===== src/rtl/risc_pkg.sv =====
`default_nettype none
// ============================================================================
// Module      : risc_pkg
// Description : Shared definitions for the risc_core accumulator CPU:
//               opcode encodings, FSM state encoding, ALU operation
//               encoding and the opcode-to-ALU-op mapping.
// Revision    : 1.0 - initial release
// ============================================================================
package risc_pkg;

  // 3-bit opcode field, taken from the top bits of the instruction word
  localparam logic [2:0] OP_HLT = 3'b000;
  localparam logic [2:0] OP_SKZ = 3'b001;
  localparam logic [2:0] OP_ADD = 3'b010;
  localparam logic [2:0] OP_AND = 3'b011;
  localparam logic [2:0] OP_XOR = 3'b100;
  localparam logic [2:0] OP_LDA = 3'b101;
  localparam logic [2:0] OP_STO = 3'b110;
  localparam logic [2:0] OP_JMP = 3'b111;

  typedef enum logic [1:0] {
    S_FETCH  = 2'd0,
    S_DECODE = 2'd1,
    S_MEM    = 2'd2,
    S_HALT   = 2'd3
  } state_e;

  typedef enum logic [1:0] {
    ALU_ADD  = 2'd0,
    ALU_AND  = 2'd1,
    ALU_XOR  = 2'd2,
    ALU_PASS = 2'd3
  } alu_op_e;

  // Opcodes without an arithmetic meaning map to PASS; their result is unused.
  function automatic alu_op_e alu_op_of(input logic [2:0] opc);
    case (opc)
      OP_ADD:  return ALU_ADD;
      OP_AND:  return ALU_AND;
      OP_XOR:  return ALU_XOR;
      default: return ALU_PASS;
    endcase
  endfunction

endpackage
`default_nettype wire


===== src/rtl/risc_if.sv =====
`default_nettype none
// ============================================================================
// Module      : risc_if
// Description : Ready/valid memory port shared by instructions and data.
//               master : the core (drives request, address, write data)
//               slave  : the memory (drives read data and ready)
// Signals     : mem_req, mem_we, mem_addr[ADDR_W], mem_wdata[DATA_W]
//               (master->slave); mem_rdata[DATA_W], mem_ready (slave->master)
// Revision    : 1.0 - initial release
// ============================================================================
interface risc_if #(
  parameter int DATA_W = 8,
  parameter int ADDR_W = 5
);
  logic              mem_req;
  logic              mem_we;
  logic [ADDR_W-1:0] mem_addr;
  logic [DATA_W-1:0] mem_wdata;
  logic [DATA_W-1:0] mem_rdata;
  logic              mem_ready;

  modport master (
    output mem_req, mem_we, mem_addr, mem_wdata,
    input  mem_rdata, mem_ready
  );

  modport slave (
    input  mem_req, mem_we, mem_addr, mem_wdata,
    output mem_rdata, mem_ready
  );
endinterface
`default_nettype wire


===== src/rtl/risc_alu.sv =====
`default_nettype none
// ============================================================================
// Module      : risc_alu
// Description : Combinational ALU for the accumulator core.
// Ports       : op_i     - ALU operation (ADD/AND/XOR/PASS)
//               a_i      - accumulator operand
//               b_i      - memory operand
//               result_o - operation result
//               carry_o  - carry out of the addition (meaningful for ADD)
// Revision    : 1.0 - initial release
// ============================================================================
module risc_alu
  import risc_pkg::*;
#(
  parameter int DATA_W = 8
) (
  input  alu_op_e           op_i,
  input  logic [DATA_W-1:0] a_i,
  input  logic [DATA_W-1:0] b_i,
  output logic [DATA_W-1:0] result_o,
  output logic              carry_o
);

  logic [DATA_W:0] sum;

  always_comb begin
    sum      = {1'b0, a_i} + {1'b0, b_i};
    carry_o  = sum[DATA_W];
    result_o = b_i;
    case (op_i)
      ALU_ADD:  result_o = sum[DATA_W-1:0];
      ALU_AND:  result_o = a_i & b_i;
      ALU_XOR:  result_o = a_i ^ b_i;
      ALU_PASS: result_o = b_i;
      default:  result_o = b_i;
    endcase
  end

endmodule
`default_nettype wire


===== src/rtl/risc_core.sv =====
`default_nettype none
// ============================================================================
// Module      : risc_core
// Description : Multi-cycle accumulator CPU. Fetches instructions and
//               operands over one ready/valid memory port, executes an
//               8-opcode ISA, supports HALT/restart, a carry flag and a
//               retired-instruction counter.
// Ports       : clk        - clock, rising edge
//               rst        - synchronous active-high reset
//               start      - pulse, resumes execution from HALT
//               mem        - memory port (risc_if master)
//               halted     - core is in HALT
//               pc         - program counter
//               acc        - accumulator
//               carry      - carry out of last ADD
//               is_zero    - acc == 0 (combinational)
//               retire_cnt - completed non-HLT instructions (wraps)
// Revision    : 1.0 - initial release
// ============================================================================
module risc_core
  import risc_pkg::*;
#(
  parameter int DATA_W = 8,
  parameter int ADDR_W = 5,
  parameter int CNT_W  = 16
) (
  input  logic              clk,
  input  logic              rst,
  input  logic              start,
  risc_if.master            mem,
  output logic              halted,
  output logic [ADDR_W-1:0] pc,
  output logic [DATA_W-1:0] acc,
  output logic              carry,
  output logic              is_zero,
  output logic [CNT_W-1:0]  retire_cnt
);

  state_e            state_q;
  logic [ADDR_W-1:0] pc_q;
  logic [DATA_W-1:0] acc_q;
  logic [DATA_W-1:0] ir_q;
  logic              carry_q;
  logic [CNT_W-1:0]  retire_q;
  logic              halted_q;
  logic              req_q;
  logic              we_q;
  logic [ADDR_W-1:0] addr_q;

  logic [2:0]        opcode;
  logic [ADDR_W-1:0] operand;
  logic [ADDR_W-1:0] pc_inc;
  logic [ADDR_W-1:0] skz_pc_d;
  logic [CNT_W-1:0]  retire_d;
  alu_op_e           alu_op;
  logic [DATA_W-1:0] alu_result;
  logic              alu_carry;

  assign opcode   = ir_q[DATA_W-1 -: 3];
  assign operand  = ir_q[ADDR_W-1:0];
  assign pc_inc   = pc_q + ADDR_W'(1);
  assign skz_pc_d = (acc_q == '0) ? pc_inc : pc_q;
  assign retire_d = retire_q + CNT_W'(1);
  assign alu_op   = alu_op_of(opcode);

  risc_alu #(
    .DATA_W (DATA_W)
  ) u_alu (
    .op_i     (alu_op),
    .a_i      (acc_q),
    .b_i      (mem.mem_rdata),
    .result_o (alu_result),
    .carry_o  (alu_carry)
  );

  // Request, address and direction are registered and only change on the
  // edge that completes an access (or starts the next one), so they stay
  // stable for the whole wait period. Write data is the accumulator, which
  // cannot change while a STO is outstanding.
  always_ff @(posedge clk) begin
    if (rst) begin
      state_q  <= S_FETCH;
      pc_q     <= '0;
      acc_q    <= '0;
      ir_q     <= '0;
      carry_q  <= 1'b0;
      retire_q <= '0;
      halted_q <= 1'b0;
      req_q    <= 1'b0;
      we_q     <= 1'b0;
      addr_q   <= '0;
    end else begin
      case (state_q)
        S_FETCH: begin
          if (!req_q) begin
            // Only reached straight after reset: issue the first fetch.
            req_q  <= 1'b1;
            we_q   <= 1'b0;
            addr_q <= pc_q;
          end else if (mem.mem_ready) begin
            ir_q    <= mem.mem_rdata;
            pc_q    <= pc_inc;
            req_q   <= 1'b0;
            state_q <= S_DECODE;
          end
        end

        S_DECODE: begin
          case (opcode)
            OP_HLT: begin
              halted_q <= 1'b1;
              state_q  <= S_HALT;
            end
            OP_JMP: begin
              pc_q     <= operand;
              retire_q <= retire_d;
              req_q    <= 1'b1;
              we_q     <= 1'b0;
              addr_q   <= operand;
              state_q  <= S_FETCH;
            end
            OP_SKZ: begin
              pc_q     <= skz_pc_d;
              retire_q <= retire_d;
              req_q    <= 1'b1;
              we_q     <= 1'b0;
              addr_q   <= skz_pc_d;
              state_q  <= S_FETCH;
            end
            OP_STO: begin
              req_q   <= 1'b1;
              we_q    <= 1'b1;
              addr_q  <= operand;
              state_q <= S_MEM;
            end
            default: begin
              req_q   <= 1'b1;
              we_q    <= 1'b0;
              addr_q  <= operand;
              state_q <= S_MEM;
            end
          endcase
        end

        S_MEM: begin
          if (mem.mem_ready) begin
            if (!we_q) begin
              acc_q <= alu_result;
              if (opcode == OP_ADD) begin
                carry_q <= alu_carry;
              end
            end
            retire_q <= retire_d;
            req_q    <= 1'b1;
            we_q     <= 1'b0;
            addr_q   <= pc_q;
            state_q  <= S_FETCH;
          end
        end

        S_HALT: begin
          if (start) begin
            halted_q <= 1'b0;
            req_q    <= 1'b1;
            we_q     <= 1'b0;
            addr_q   <= pc_q;
            state_q  <= S_FETCH;
          end
        end

        default: begin
          state_q <= S_FETCH;
          req_q   <= 1'b0;
        end
      endcase
    end
  end

  assign mem.mem_req   = req_q;
  assign mem.mem_we    = we_q;
  assign mem.mem_addr  = addr_q;
  assign mem.mem_wdata = acc_q;

  assign halted     = halted_q;
  assign pc         = pc_q;
  assign acc        = acc_q;
  assign carry      = carry_q;
  assign is_zero    = (acc_q == '0);
  assign retire_cnt = retire_q;

endmodule
`default_nettype wire


===== src/flat_wrapper.sv =====
// flat-port wrapper written by rule: the top's interface ports become plain ports
module risc_core_flat import risc_pkg::*;
#(
  parameter int DATA_W = 8,
  parameter int ADDR_W = 5,
  parameter int CNT_W  = 16
)
  (clk, rst, start, halted, pc, acc, carry, is_zero, retire_cnt, mem_mem_req, mem_mem_we, mem_mem_addr, mem_mem_wdata, mem_mem_rdata, mem_mem_ready);
  risc_if #(.DATA_W(DATA_W), .ADDR_W(ADDR_W)) mem_i ();
  input  logic clk;
  input  logic rst;
  input  logic start;
  output logic halted;
  output logic [ADDR_W-1:0] pc;
  output logic [DATA_W-1:0] acc;
  output logic carry;
  output logic is_zero;
  output logic [CNT_W-1:0] retire_cnt;
  output wire logic [$bits(mem_i.mem_req)-1:0] mem_mem_req;
  output wire logic [$bits(mem_i.mem_we)-1:0] mem_mem_we;
  output wire logic [$bits(mem_i.mem_addr)-1:0] mem_mem_addr;
  output wire logic [$bits(mem_i.mem_wdata)-1:0] mem_mem_wdata;
  input wire logic [$bits(mem_i.mem_rdata)-1:0] mem_mem_rdata;
  input wire logic [$bits(mem_i.mem_ready)-1:0] mem_mem_ready;
  assign mem_mem_req = mem_i.mem_req;
  assign mem_mem_we = mem_i.mem_we;
  assign mem_mem_addr = mem_i.mem_addr;
  assign mem_mem_wdata = mem_i.mem_wdata;
  assign mem_i.mem_rdata = mem_mem_rdata;
  assign mem_i.mem_ready = mem_mem_ready;
  risc_core #(.DATA_W(DATA_W), .ADDR_W(ADDR_W), .CNT_W(CNT_W)) u_core (.clk(clk), .rst(rst), .start(start), .mem(mem_i), .halted(halted), .pc(pc), .acc(acc), .carry(carry), .is_zero(is_zero), .retire_cnt(retire_cnt));
endmodule

===== config.mk =====
export PLATFORM = sky130hd
export DESIGN_NAME = risc_core_flat
export DESIGN_NICKNAME = d
export VERILOG_FILES = /design/src/rtl/risc_pkg.sv /design/src/rtl/risc_if.sv /design/src/rtl/risc_alu.sv /design/src/rtl/risc_core.sv /design/src/flat_wrapper.sv
export SDC_FILE = /design/constraint.sdc
export NUM_CORES = 1
export LEC_CHECK = 0
export ABC_AREA = 0
export CAP_MARGIN = 5
export CORE_ASPECT_RATIO = 0.5
export CORE_MARGIN = 10
export CORE_UTILIZATION = 40
export CTS_CLUSTER_SIZE = 12
export DETAILED_ROUTE_END_ITERATION = 12
export SETUP_SLACK_MARGIN = 0.3
export SYNTH_ARGS = -nofsm -noshare
export SYNTH_HDL_FRONTEND = slang
export SYNTH_SLANG_ARGS = --single-unit

===== constraint.sdc =====
create_clock -name clk -period 4.35 [get_ports clk]
set_input_delay 1.305 -clock clk [delete_from_list [all_inputs] [get_ports clk]]
set_output_delay 1.305 -clock clk [all_outputs]
set_load 0.01 [all_outputs]

* Word level (Yosys, flattened, before mapping) *
Index checks and enable logic that the tools add are counted.

storage, ports and cells
  register bits after elaboration = 48
  word-level logic and storage cells = 88

cells by class
  add/subtract/negate cells = 3
  equal/unequal tests = 21
  mux-type cells = 34
  bitwise logic cells = 3
  reduce and logical (&&, ||, !) cells = 17

operators with widths
  kind                     count
  $mux W16                 2
  $pmux W16 S2             1
  $pmux W8 S4              1
  $mux W5                  6
  $pmux W5 S2              3
  $pmux W5 S4              1
  $add A16 B1 Y16 const B  1
  $reduce_and A4 Y1        4
  $reduce_and A3 Y1        5
  $ne A2 B2 Y1 const B     6
  $add A8 B8 Y9            1
  $eq A3 B3 Y1 const B     3
  $mux W1                  9
  $and A8 B8 Y8            1
  $eq A2 B2 Y1 const B     4
  $logic_not A8 Y1         1
  $mux W2                  4
  $pmux W1 S4              2
  $pmux W2 S4              1
  $xor A8 B8 Y8            1
  $eq A3 B2 Y1 const B     2
  $pmux W2 S3              1
  $reduce_bool A2 Y1       3
  $add A5 B1 Y5 const B    1
  10 further kinds         14

* Depth between registers and ports, before layout *
  depth in word-level cells = 4
  gate-level depth with buffers = 7

* By module *
A second synthesis with hierarchy kept.

unflattened totals
  cells, all modules = 361
  area total of the unflattened synthesis = 2900.3 um^2

modules (own cells, without submodules)
  module     instances  cells each  area each (um^2)  seq. area each (um^2)
  risc_core  1          287         2359.8            960.9
  risc_alu   1          74          540.5             0.0

* Worst setup path before layout *
No wires, ideal clock.

  kind = input to register
  start = input mem_mem_rdata[0]
  end = register u_core.carry_q, in the netlist u_core.carry
  arrival = 2.624 ns
  setup slack = 1.612 ns
  stages on the path = 7
  path buffers = 0
  cell sequence = ha_1 -> inv_1 -> fa_1 -> nor2b_1 -> o31a_1 -> o21bai_1 -> a2111oi_0

on the way
  longest elaborated chain between the ends = 1

ends and longest elaborated chain
  what                  line                source
  start, declared       flat_wrapper.sv:23  input wire logic [$bits(mem_i.mem_rdata)-1:0] mem_mem_rdata;
  $add A8 B8 Y9         risc_alu.sv:27      sum = {1'b0, a_i} + {1'b0, b_i};
  end signal, assigned  risc_core.sv:150    carry_q <= alu_carry;
  end, declared         risc_core.sv:43     logic carry_q;

No other way between the ends.
A chain may end at the register's enable or synchronous reset.

* Worst setup path in the final report *
  start = register u_core.acc_q[3], in the netlist u_core.acc[3]
  end = output is_zero

on the way
  longest elaborated chain between the ends = 1

ends and longest elaborated chain
  what                    line                source
  start, declared         risc_core.sv:41     logic [DATA_W-1:0] acc_q;
  start signal, assigned  risc_core.sv:148    acc_q <= alu_result;
  $logic_not A8 Y1        risc_core.sv:188    assign is_zero = (acc_q == '0);
  end, declared           flat_wrapper.sv:17  output logic is_zero;

No other way between the ends.

==> impl_metrics.env <==
export IMPL_viasPerCell=5.858
export IMPL_seq_area_um2=960.9
export IMPL_dieHeight_um=84.27
export IMPL_period_share_pct=75.90
export IMPL_cp_max_fo=13
export IMPL_finalSetupViolations=0
export IMPL_drc=0
export IMPL_status="complete, no violations"
export IMPL_firstDrtPassIters=4
export IMPL_slew_headroom_pct=40.58
export IMPL_post_cts_resized=0
export IMPL_grt_ovfl_total=0
export IMPL_post_cts_buffers=0
export IMPL_coreArea_um2=8029
export IMPL_ys_types=69
export IMPL_skew_ns=0.004236
export IMPL_cp_arrival_ns=2.00
export IMPL_ios=59
export IMPL_path_clk_slew_ns=0.07
export IMPL_crit_path_end_kind="output pin"
export IMPL_gr_usage_met1_pct=19.41
export IMPL_r2r_setup_slack_ns=1.88
export IMPL_final_max_slew_viol_count=0
export IMPL_hpwl_um=7244
export IMPL_track_usage_pct=15.13
export IMPL_max_freq_mhz=302.9
export IMPL_worst_pin_slew_ns=0.8901
export IMPL_ys_ff_latch=48
export IMPL_final_nets=468
export IMPL_gr_usage_met2_pct=24.46
export IMPL_crit_required_ns=3.04
export IMPL_routed_wl_um=9845
export IMPL_clock_sinks=48
export IMPL_drive_gt1_share_pct=6.502
export IMPL_fp_dieW_um=148.5
export IMPL_syn_area_um2=3304
export IMPL_r2r_start="u_core.ir_q[6]"
export IMPL_final_common_cell="clkdlybuf4s50_1"
export IMPL_cts_tree="yes"
export IMPL_rows=23
export IMPL_portBuffers=58
export IMPL_start_kind="flip-flop"
export IMPL_antenna_found_initial=0
export IMPL_wl_per_cell_um=17.64
export IMPL_synth_top_cell_by_area="dfxtp_1"
export IMPL_holdPathStages=2
export IMPL_async_reset_ff_share_pct=0
export IMPL_cts_root_buf="clkbuf_16"
export IMPL_n_antenna_cell=0
export IMPL_synth_top_area_share_pct=29.08
export IMPL_grt_pass1_wl_um=16000
export IMPL_clockBufferDepth=2
export IMPL_r2r_end="u_core.retire_cnt[11]"
export IMPL_ys_seq_area_share_pct=29.08
export IMPL_synth_area_leaders="dfxtp_1, a21oi_1, ha_1"
export IMPL_cts_buffers_inserted=5
export IMPL_power_density_nw_per_um2=285.2
export IMPL_num_vias=3269
export IMPL_grt_max_degree=27
export IMPL_grt_busiest_layer="met2"
export IMPL_ctsHoldBuffers=0
export IMPL_synth_edf_count=0
export IMPL_syn_area_per_cell_um2=8.079
export IMPL_crit_type="flip-flop to output pin"
export IMPL_final_fill_count=750
export IMPL_hold_end="u_core.ir_q[0]"
export IMPL_use_met3_pct=4.497
export IMPL_syn_to_final_growth_pct=22.83
export IMPL_finalHoldViolations=0
export IMPL_ys_warn_count=0
export IMPL_die_area_um2=12520
export IMPL_htreeDepth=2
export IMPL_multi_input_area_um2=2108
export IMPL_worstRegToRegCells=5
export IMPL_synthFlopType="dfxtp_1"
export IMPL_fin_util_pct=50.55
export IMPL_place_congestion=0.9231
export IMPL_grt_pass1_vias=3127
export IMPL_syn_nets=432
export IMPL_max_cap_violations=0
export IMPL_initial_utilization_pct=41.16
export IMPL_min_period_ns=3.302
export IMPL_vdd_drop_max_uv=174.8
export IMPL_worstHoldPathType="flip-flop to flip-flop"
export IMPL_mostFrequentLayoutCells="clkdlybuf4s50_1, dfxtp_1, a21oi_1, nand2_1, nor2_1"
export IMPL_p_leak_nw=1.343
export IMPL_dr_first_iter_drc_count=212
export IMPL_rsz0062_at_grt="false"
export IMPL_setup_tns_ns=0
export IMPL_ant_nets=0
export IMPL_clock_latency_ns=0.29
export IMPL_synthCells=409
export IMPL_hp_start="u_core.ir_q[0]"
-- power breakdown --
group	internal [mW]	total (mW)	switching, mW	leakage [nW]
registers	0.455	0.480	0.0249	0.389
clock network	0.303	0.483	0.180	0.0901
logic	0.0909	0.195	0.104	0.863
total	0.849	1.16	0.308	1.34
-- flip-flops by register name, summed over array words and instances (netlist names) --
| signal | flops |
|---|---|
| u_core.mem.mem_addr | 5 |
| u_core.halted | 1 |
| u_core.mem.mem_we | 1 |
| u_core.pc | 5 |
| u_core.state_q | 2 |
| u_core.carry | 1 |
| u_core.acc | 8 |
| u_core.mem.mem_req | 1 |
| u_core.retire_cnt | 16 |
| u_core.ir_q | 8 |
-- synthesized netlist by cell type, types with 9 or more instances --
| library cell | number |
|---|---|
| a21oi_1 | 42 |
| clkbuf_1 | 15 |
| dfxtp_1 | 48 |
| ha_1 | 10 |
| inv_1 | 11 |
| nand2_1 | 28 |
| nand2b_1 | 9 |
| nand3_1 | 14 |
| nor2_1 | 21 |
| nor3_1 | 10 |
| o21ai_0 | 20 |
| o31ai_1 | 10 |
| or4_1 | 9 |
-- metal layers --
| layer | up-vias | share of wire (%) | routed length [µm] |
|---|---|---|---|
| met5 | - | 0 | 0 |
| met4 | 0 | 0.57 | 56 |
| met3 | 6 | 7.3 | 720 |
| met2 | 87 | 44 | 4345 |
| met1 | 1557 | 48 | 4723 |
| li1 | 1619 | - | - |
-- cell families after synthesis --
| family | Yosys count | share of synthesized area, % |
|---|---|---|
| XOR/XNOR | 6 | 2.159 |
| AND/OR/NAND/NOR | 153 | 27.07 |
| buffers and inverters | 46 | 7.118 |
| multiplexers | 4 | 1.250 |
| AO/OA/AOI/OAI | 141 | 28.93 |
| adder cells (fa/ha/maj) | 11 | 4.392 |
| flip-flops | 48 | 29.08 |
-- worst max path at each step --
stage	to	cells after the start	start
2_1_floorplan	u_core.carry	7	mem_mem_rdata[0]
5_1_grt	u_core.carry	8	mem_mem_rdata[0]
4_1_cts	is_zero	3	u_core.acc[7]
6_report	is_zero	3	u_core.acc[3]
3_3_place_gp	u_core.carry	8	mem_mem_rdata[0]
3_5_place_dp	u_core.carry	8	mem_mem_rdata[0]
-- through the flow --
stage | total power, mW | setup WS (ns) | hold WS (ns) | cell area, µm² | cells
2_1_floorplan | 0.6125 | 1.612 | 0.4364 | 3304 | 409
6_report | 1.158 | 1.048 | 0.4671 | 4059 | 558
5_1_grt | 1.210 | 0.9270 | 0.4862 | 4059 | 558
3_5_place_dp | 0.6839 | 0.8853 | 0.4586 | 3876 | 550
3_3_place_gp | 0.6804 | 0.9384 | 0.4530 | 3876 | 550
4_1_cts | 1.165 | 1.047 | 0.4680 | 4059 | 558
-- final cells by class --
| type | instances | share of cell area, % |
|---|---|---|
| clock buffers | 7 | 3.761 |
| multi-input cells | 315 | 51.94 |
| clock inverters | 1 | 0.7398 |
| repair buffers | 64 | 15.41 |
| flip-flops and latches | 48 | 23.67 |
| inverters | 11 | 1.017 |
| well taps | 112 | 3.453 |
-- critical path, stage by stage, from the launching register on --
cell and delay (ns):
dfxtp_1 0.36, or4_4 0.66, nor2_1 0.14, clkdlybuf4s50_1 0.55
Note: power is estimated with default switching activity, not from simulation.
==> RTL edit 1 (same flow settings) <==
`ADDR_W` is set to 5 in 3 places; all go to 6.
--- a/src/rtl/risc_if.sv
+++ b/src/rtl/risc_if.sv
@@ -10,7 +10,7 @@
 // ============================================================================
 interface risc_if #(
   parameter int DATA_W = 8,
-  parameter int ADDR_W = 5
+  parameter int ADDR_W = 6
 );
   logic              mem_req;
   logic              mem_we;
--- a/src/rtl/risc_core.sv
+++ b/src/rtl/risc_core.sv
@@ -21,7 +21,7 @@
   import risc_pkg::*;
 #(
   parameter int DATA_W = 8,
-  parameter int ADDR_W = 5,
+  parameter int ADDR_W = 6,
   parameter int CNT_W  = 16
 ) (
   input  logic              clk,
--- a/src/flat_wrapper.sv
+++ b/src/flat_wrapper.sv
@@ -2,7 +2,7 @@
 module risc_core_flat import risc_pkg::*;
 #(
   parameter int DATA_W = 8,
-  parameter int ADDR_W = 5,
+  parameter int ADDR_W = 6,
   parameter int CNT_W  = 16
 )
   (clk, rst, start, halted, pc, acc, carry, is_zero, retire_cnt, mem_mem_req, mem_mem_we, mem_mem_addr, mem_mem_wdata, mem_mem_rdata, mem_mem_ready);
Interface: changed (resized mem_mem_addr and pc); port bits go from 59 to 61. The function was not compared with the original's and may differ.
==> RTL edit 1 against the original RTL <==
Synthesized area decreased by 4.4%; sequential cell count rose by 2; register-to-register slack worse by 0.18 ns; design area shrank 4.2%; critical path type unchanged; highest routed layer unchanged; sequential share of layout area is 2.1 points higher; routed wire length decreased by 4.4%; setup slack got worse by 0.20 ns; count of clock-buffer cells in the layout down 2; total power shrank 2.3%.
==> RTL edit 1: results (changes against the original RTL) <==
predominant post-synthesis flop cell dfxtp_1; slew at the pin closest to its max-slew limit 0.911 ns (+0.0214 ns); total leakage power 1.33 nW (-0.93%); cell types with the highest counts after synthesis 50 x dfxtp_1, 46 x nand2_1, 42 x nor2_1, 34 x a21oi_1, 29 x o21ai_0; FF-to-FF path depth 5 (unchanged); Avg Vias per Cell 5.76 (-1.6%); met3 Track Usage GR 4.60% (+0.10 points); Buffers on Ports 60 (+3.4%); cell types with the largest area share after synthesis dfxtp_1 32%, nand2_1 5.5%, a21oi_1 5.4%; Cell variety after synth 60 (-13%); Largest register FFs 16 (unchanged); pin count of the biggest net entering global routing 29 (+7.4%); First-pass DRT Iterations 4 (unchanged); worst hold endpoint u_core.ir_q[2]; antenna diode count 0 (unchanged); routed length per instance 17.1 um (-3.0%); Reg2Reg Setup Slack 1.70 ns (-0.18 ns); fraction of layout cells with a size suffix above 1 4.52% (-2.0 points); clk root buf clkbuf_16; global-route wire length before repair 15,700 um (-1.9%); outcome completed; CP arrival 2.20 ns (+0.20 ns); post-synthesis net count 430 (-0.46%); delay of the slowest critical-path stage 0.69 ns (+0.03 ns); average cell area after synthesis 7.76 um2 (-3.9%); number of antenna violations at the first check in global routing 0 (unchanged); worst vdd ir 141 uV (-19%); Worst Skew 0.00850 ns (+0.00427 ns); instance area after placement 0.00372 mm2 (-3.9%); Max Fanout on Critical Path 6 (-7); end point of the critical path is_zero; placement-stage worst setup slack 0.843 ns (-0.0419 ns); largest buffer count on any clock path 2 (unchanged); number of setup buffers added after CTS 0 (unchanged); met2 track utilization from global routing 24.1% (-0.35 points); amount of wire on met2 after detailed routing 4170 um (-4.0%); hpwl dp 6910 um (-4.6%); cell count after placement 542 (-1.5%); count of nets after finishing 464 (-0.85%); Critical R2R Launch u_core.ir_q[6]; GRT Total Usage 15.2% (+0.11 points); Slowest-stage cell, CP or4_1; Period Utilization, post-route 80.6% (+4.7 points); Met3 Wirelength 649 um (-9.9%); Hold Slack 0.457 ns (-0.0105 ns); start point of the worst hold path u_core.ir_q[2]; Metal-1 WL 4490 um (-4.9%); post-detailed-routing wire length 9410 um (-4.4%); fraction of the yosys area taken by sequential cells 31.7% (+2.6 points); detailed router's first-iteration violation count 223 (+5.2%); met1 capacity usage during global routing 19.8% (+0.40 points); global placement routability congestion 0.906 (-1.9%); number of global-route vias before repair 3,064 (-2.0%); count of flip-flops with a built-in enable after synthesis 0 (unchanged); crit-path leading delay family simple AND/OR/NAND/NOR gates; terminus of the critical flop-to-flop path u_core.retire_cnt[14]
[RTL edit 1: cell count changes after synthesis, sizes merged, moves of 5 or more]
cell	change
o31ai	-8
a21oi	-8
nand2	+18
and2	-5
nor2	+21
o21ai	+7
nor3	-6
or4	-8
xnor2	+6
o21a	-6
a21boi	-5
[RTL edit 1: area by class of cell]
cell class	count	area, um2
clock buffers	5	125
flip-flops and latches	50	1000
fillers	731	3600
repair buffers	63	618
inverters	8	30.0
multi-input cells	313	1940
clock inverters	3	40.0
well taps	108	135
[RTL edit 1: power breakdown]
group          switching, mW  internal [mW]
Sequential            0.0240          0.474
Clock                  0.181          0.270
Combinational          0.102         0.0803
[RTL edit 1: kinds of logic after synthesis]
logic type | Yosys count | synth area share, %
and+or+nand+nor | 160 | 25.5
AOI/OAI and AO/OA | 122 | 25.3
DFF | 50 | 31.7
buffers and inverters | 44 | 6.89
xor gates and xnor gates | 15 | 4.40
adders and majority gates | 11 | 4.59
muxes | 5 | 1.66
==> RTL edit 2 (config.mk and constraints unchanged) <==
Made on the original files. Encoding of `state_e`: now one-hot (4 bits for 4 states).
--- a/src/rtl/risc_pkg.sv
+++ b/src/rtl/risc_pkg.sv
@@ -18,11 +18,11 @@
   localparam logic [2:0] OP_STO = 3'b110;
   localparam logic [2:0] OP_JMP = 3'b111;
 
-  typedef enum logic [1:0] {
-    S_FETCH  = 2'd0,
-    S_DECODE = 2'd1,
-    S_MEM    = 2'd2,
-    S_HALT   = 2'd3
+  typedef enum logic [3:0] {
+    S_FETCH  = 4'b0001,
+    S_DECODE = 4'b0010,
+    S_MEM    = 4'b0100,
+    S_HALT   = 4'b1000
   } state_e;
 
   typedef enum logic [1:0] {
Check against the original RTL: no difference found for any inputs over 10 cycles, from zero or initial values and one cycle with rst high; not proved beyond that.
==> RTL edit 2 against the original RTL <==
Synthesized area fell by 2.5%; synthesized cell count is 2.2% lower; total power fell by 3.0%; design area is 2.9% lower; setup slack better by 0.036 ns; utilization down 0.73 points; critical endpoint unchanged; sequential cell count rose by 2; first-iteration DRC count is 51% higher; largest power group is now registers; routed wire length fell by 5.5%.
==> RTL edit 2: results (changes against the original RTL) <==
First-pass DRT Iterations 6 (+2); global placement routability congestion 0.848 (-8.1%); GRT Total Usage 15.0% (-0.17 points); post-detailed-routing wire length 9310 um (-5.5%); fraction of synthesized area in multiplexers 3.49% (+2.2 points); global-route wire length before repair 15,800 um (-1.5%); post-synthesis net count 423 (-2.1%); hpwl dp 6650 um (-8.2%); synthesized-area fraction occupied by adder cells 4.50% (+0.11 points); cell with the most instances after synthesis dfxtp_1; fraction of layout cells with a size suffix above 1 5.72% (-0.78 points); slew at the pin closest to its max-slew limit 1.04 ns (+0.155 ns); Avg Vias per Cell 5.75 (-1.9%); Max Fanout on Critical Path 8 (-5); clock-pin transition on the worst setup and hold timing paths 0.07 ns (about the same); number of setup buffers added after CTS 0 (unchanged); fill count 779 (+3.9%); instance area after placement 0.00380 mm2 (-2.1%); Cell variety after synth 60 (-13%); source of the critical timing path u_core.acc[4]; number of H-tree branching levels 2 (unchanged); cell types with the highest counts after synthesis 50 x dfxtp_1, 47 x nor2_1, 26 x a21oi_1, 22 x nand2_1, 21 x o21ai_0; Buffers on Ports 58 (unchanged); largest buffer count on any clock path 2 (unchanged); Critical R2R Launch u_core.ir_q[5]; worst vdd ir 144 uV (-17%); cell types with the largest area share after synthesis dfxtp_1 31%, nor2_1 5.5%, a21oi_1 4.0%; Worst Skew 0.00855 ns (+0.00431 ns); Largest register FFs 16 (unchanged); count of nets after finishing 459 (-1.9%); area fraction in compound gates after synthesis 21.2% (-7.7 points); fraction of the yosys area taken by sequential cells 31.1% (+2.0 points); number of global-route vias before repair 3,084 (-1.4%); outcome completed; Warnings, synthesis 0 (unchanged); detailed router's first-iteration violation count 321 (+51%); total leakage power 1.34 nW (about the same); pin count of the biggest net entering global routing 45 (+67%); terminus of the critical flop-to-flop path u_core.pc[3]; synthesized-area fraction occupied by xor and xnor cells 5.43% (+3.3 points); Reg2Reg Setup Slack 1.73 ns (-0.15 ns)
-- RTL edit 2: changes by cell type after synthesis, sizes merged, moves of 5 or more --
cell,change
and3,+7
a21oi,-16
or4,-11
o31ai,-9
xnor2,+5
nor2,+27
xor2,+9
buf,-6
mux2i,+6
a211oi,+5
o21a,-6
nand4,+6
nand2,-6
-- RTL edit 2: power breakdown --
part	switching [mW]	internal [mW]	leakage [nW]	total [mW]
Sequential	0.0364	0.481	0.405	0.517
Combinational	0.107	0.0960	0.868	0.203
Clock	0.188	0.214	0.0698	0.402
Total	0.332	0.791	1.34	1.12
-- RTL edit 2: stage by stage --
stage | hold WS (ns) | setup slack (ns) | cells
after CTS | 0.513 | 1.08 | 549
after floorplan | 0.455 | 1.65 | 400
after global routing | 0.539 | 0.923 | 549
after global placement | 0.488 | 0.958 | 541
after detailed placement | 0.499 | 0.874 | 541
final | 0.509 | 1.08 | 549
-- RTL edit 2: cells by family after synthesis --
logic type,after synthesis
and+or+nand+nor,167
AOI/OAI and AO/OA,100
DFF,50
buffers and inverters,41
xor gates and xnor gates,20
muxes,11
adders and majority gates,11
-- RTL edit 2: critical path, stage by stage, from the launching register on --
cell,delay (ns)
dfxtp_1,0.36
nor4_1,0.39
buf_4,0.23
and2_1,0.15
clkdlybuf4s50_1,0.54
-- RTL edit 2: layer usage --
metal / vias up / share of wire [%] / global-route usage, % / wire [um]
met1: 1498 / 47 / 19.9 / 4390
li1: 1545 / - / - / -
met2: 99 / 45 / 23.4 / 4170
met5: - / 0 / 0 / 0
met4: 0 / 1.2 / 3.85 / 114
met3: 14 / 6.8 / 3.95 / 629
-- RTL edit 2: area by class of cell --
class,count,area [um2],area share [%]
well taps,112,140,3.55
flip-flops and latches,50,1000,25.4
multi-input cells,309,2020,51.2
clock inverters,3,21.3,0.540
clock buffers,5,125,3.17
inverters,8,30.0,0.762
repair buffers,62,606,15.4
-- RTL edit 2: how the worst min path moves through the flow --
stage,start,endpoint,cells after the start
2_1_floorplan,u_core.ir_q[1],u_core.ir_q[1],2
3_3_place_gp,u_core.ir_q[2],u_core.ir_q[2],2
3_5_place_dp,u_core.ir_q[3],u_core.ir_q[3],2
4_1_cts,u_core.mem.mem_addr[1],u_core.mem.mem_addr[1],2
5_1_grt,u_core.mem.mem_addr[1],u_core.mem.mem_addr[1],2
6_report,u_core.mem.mem_addr[1],u_core.mem.mem_addr[1],2
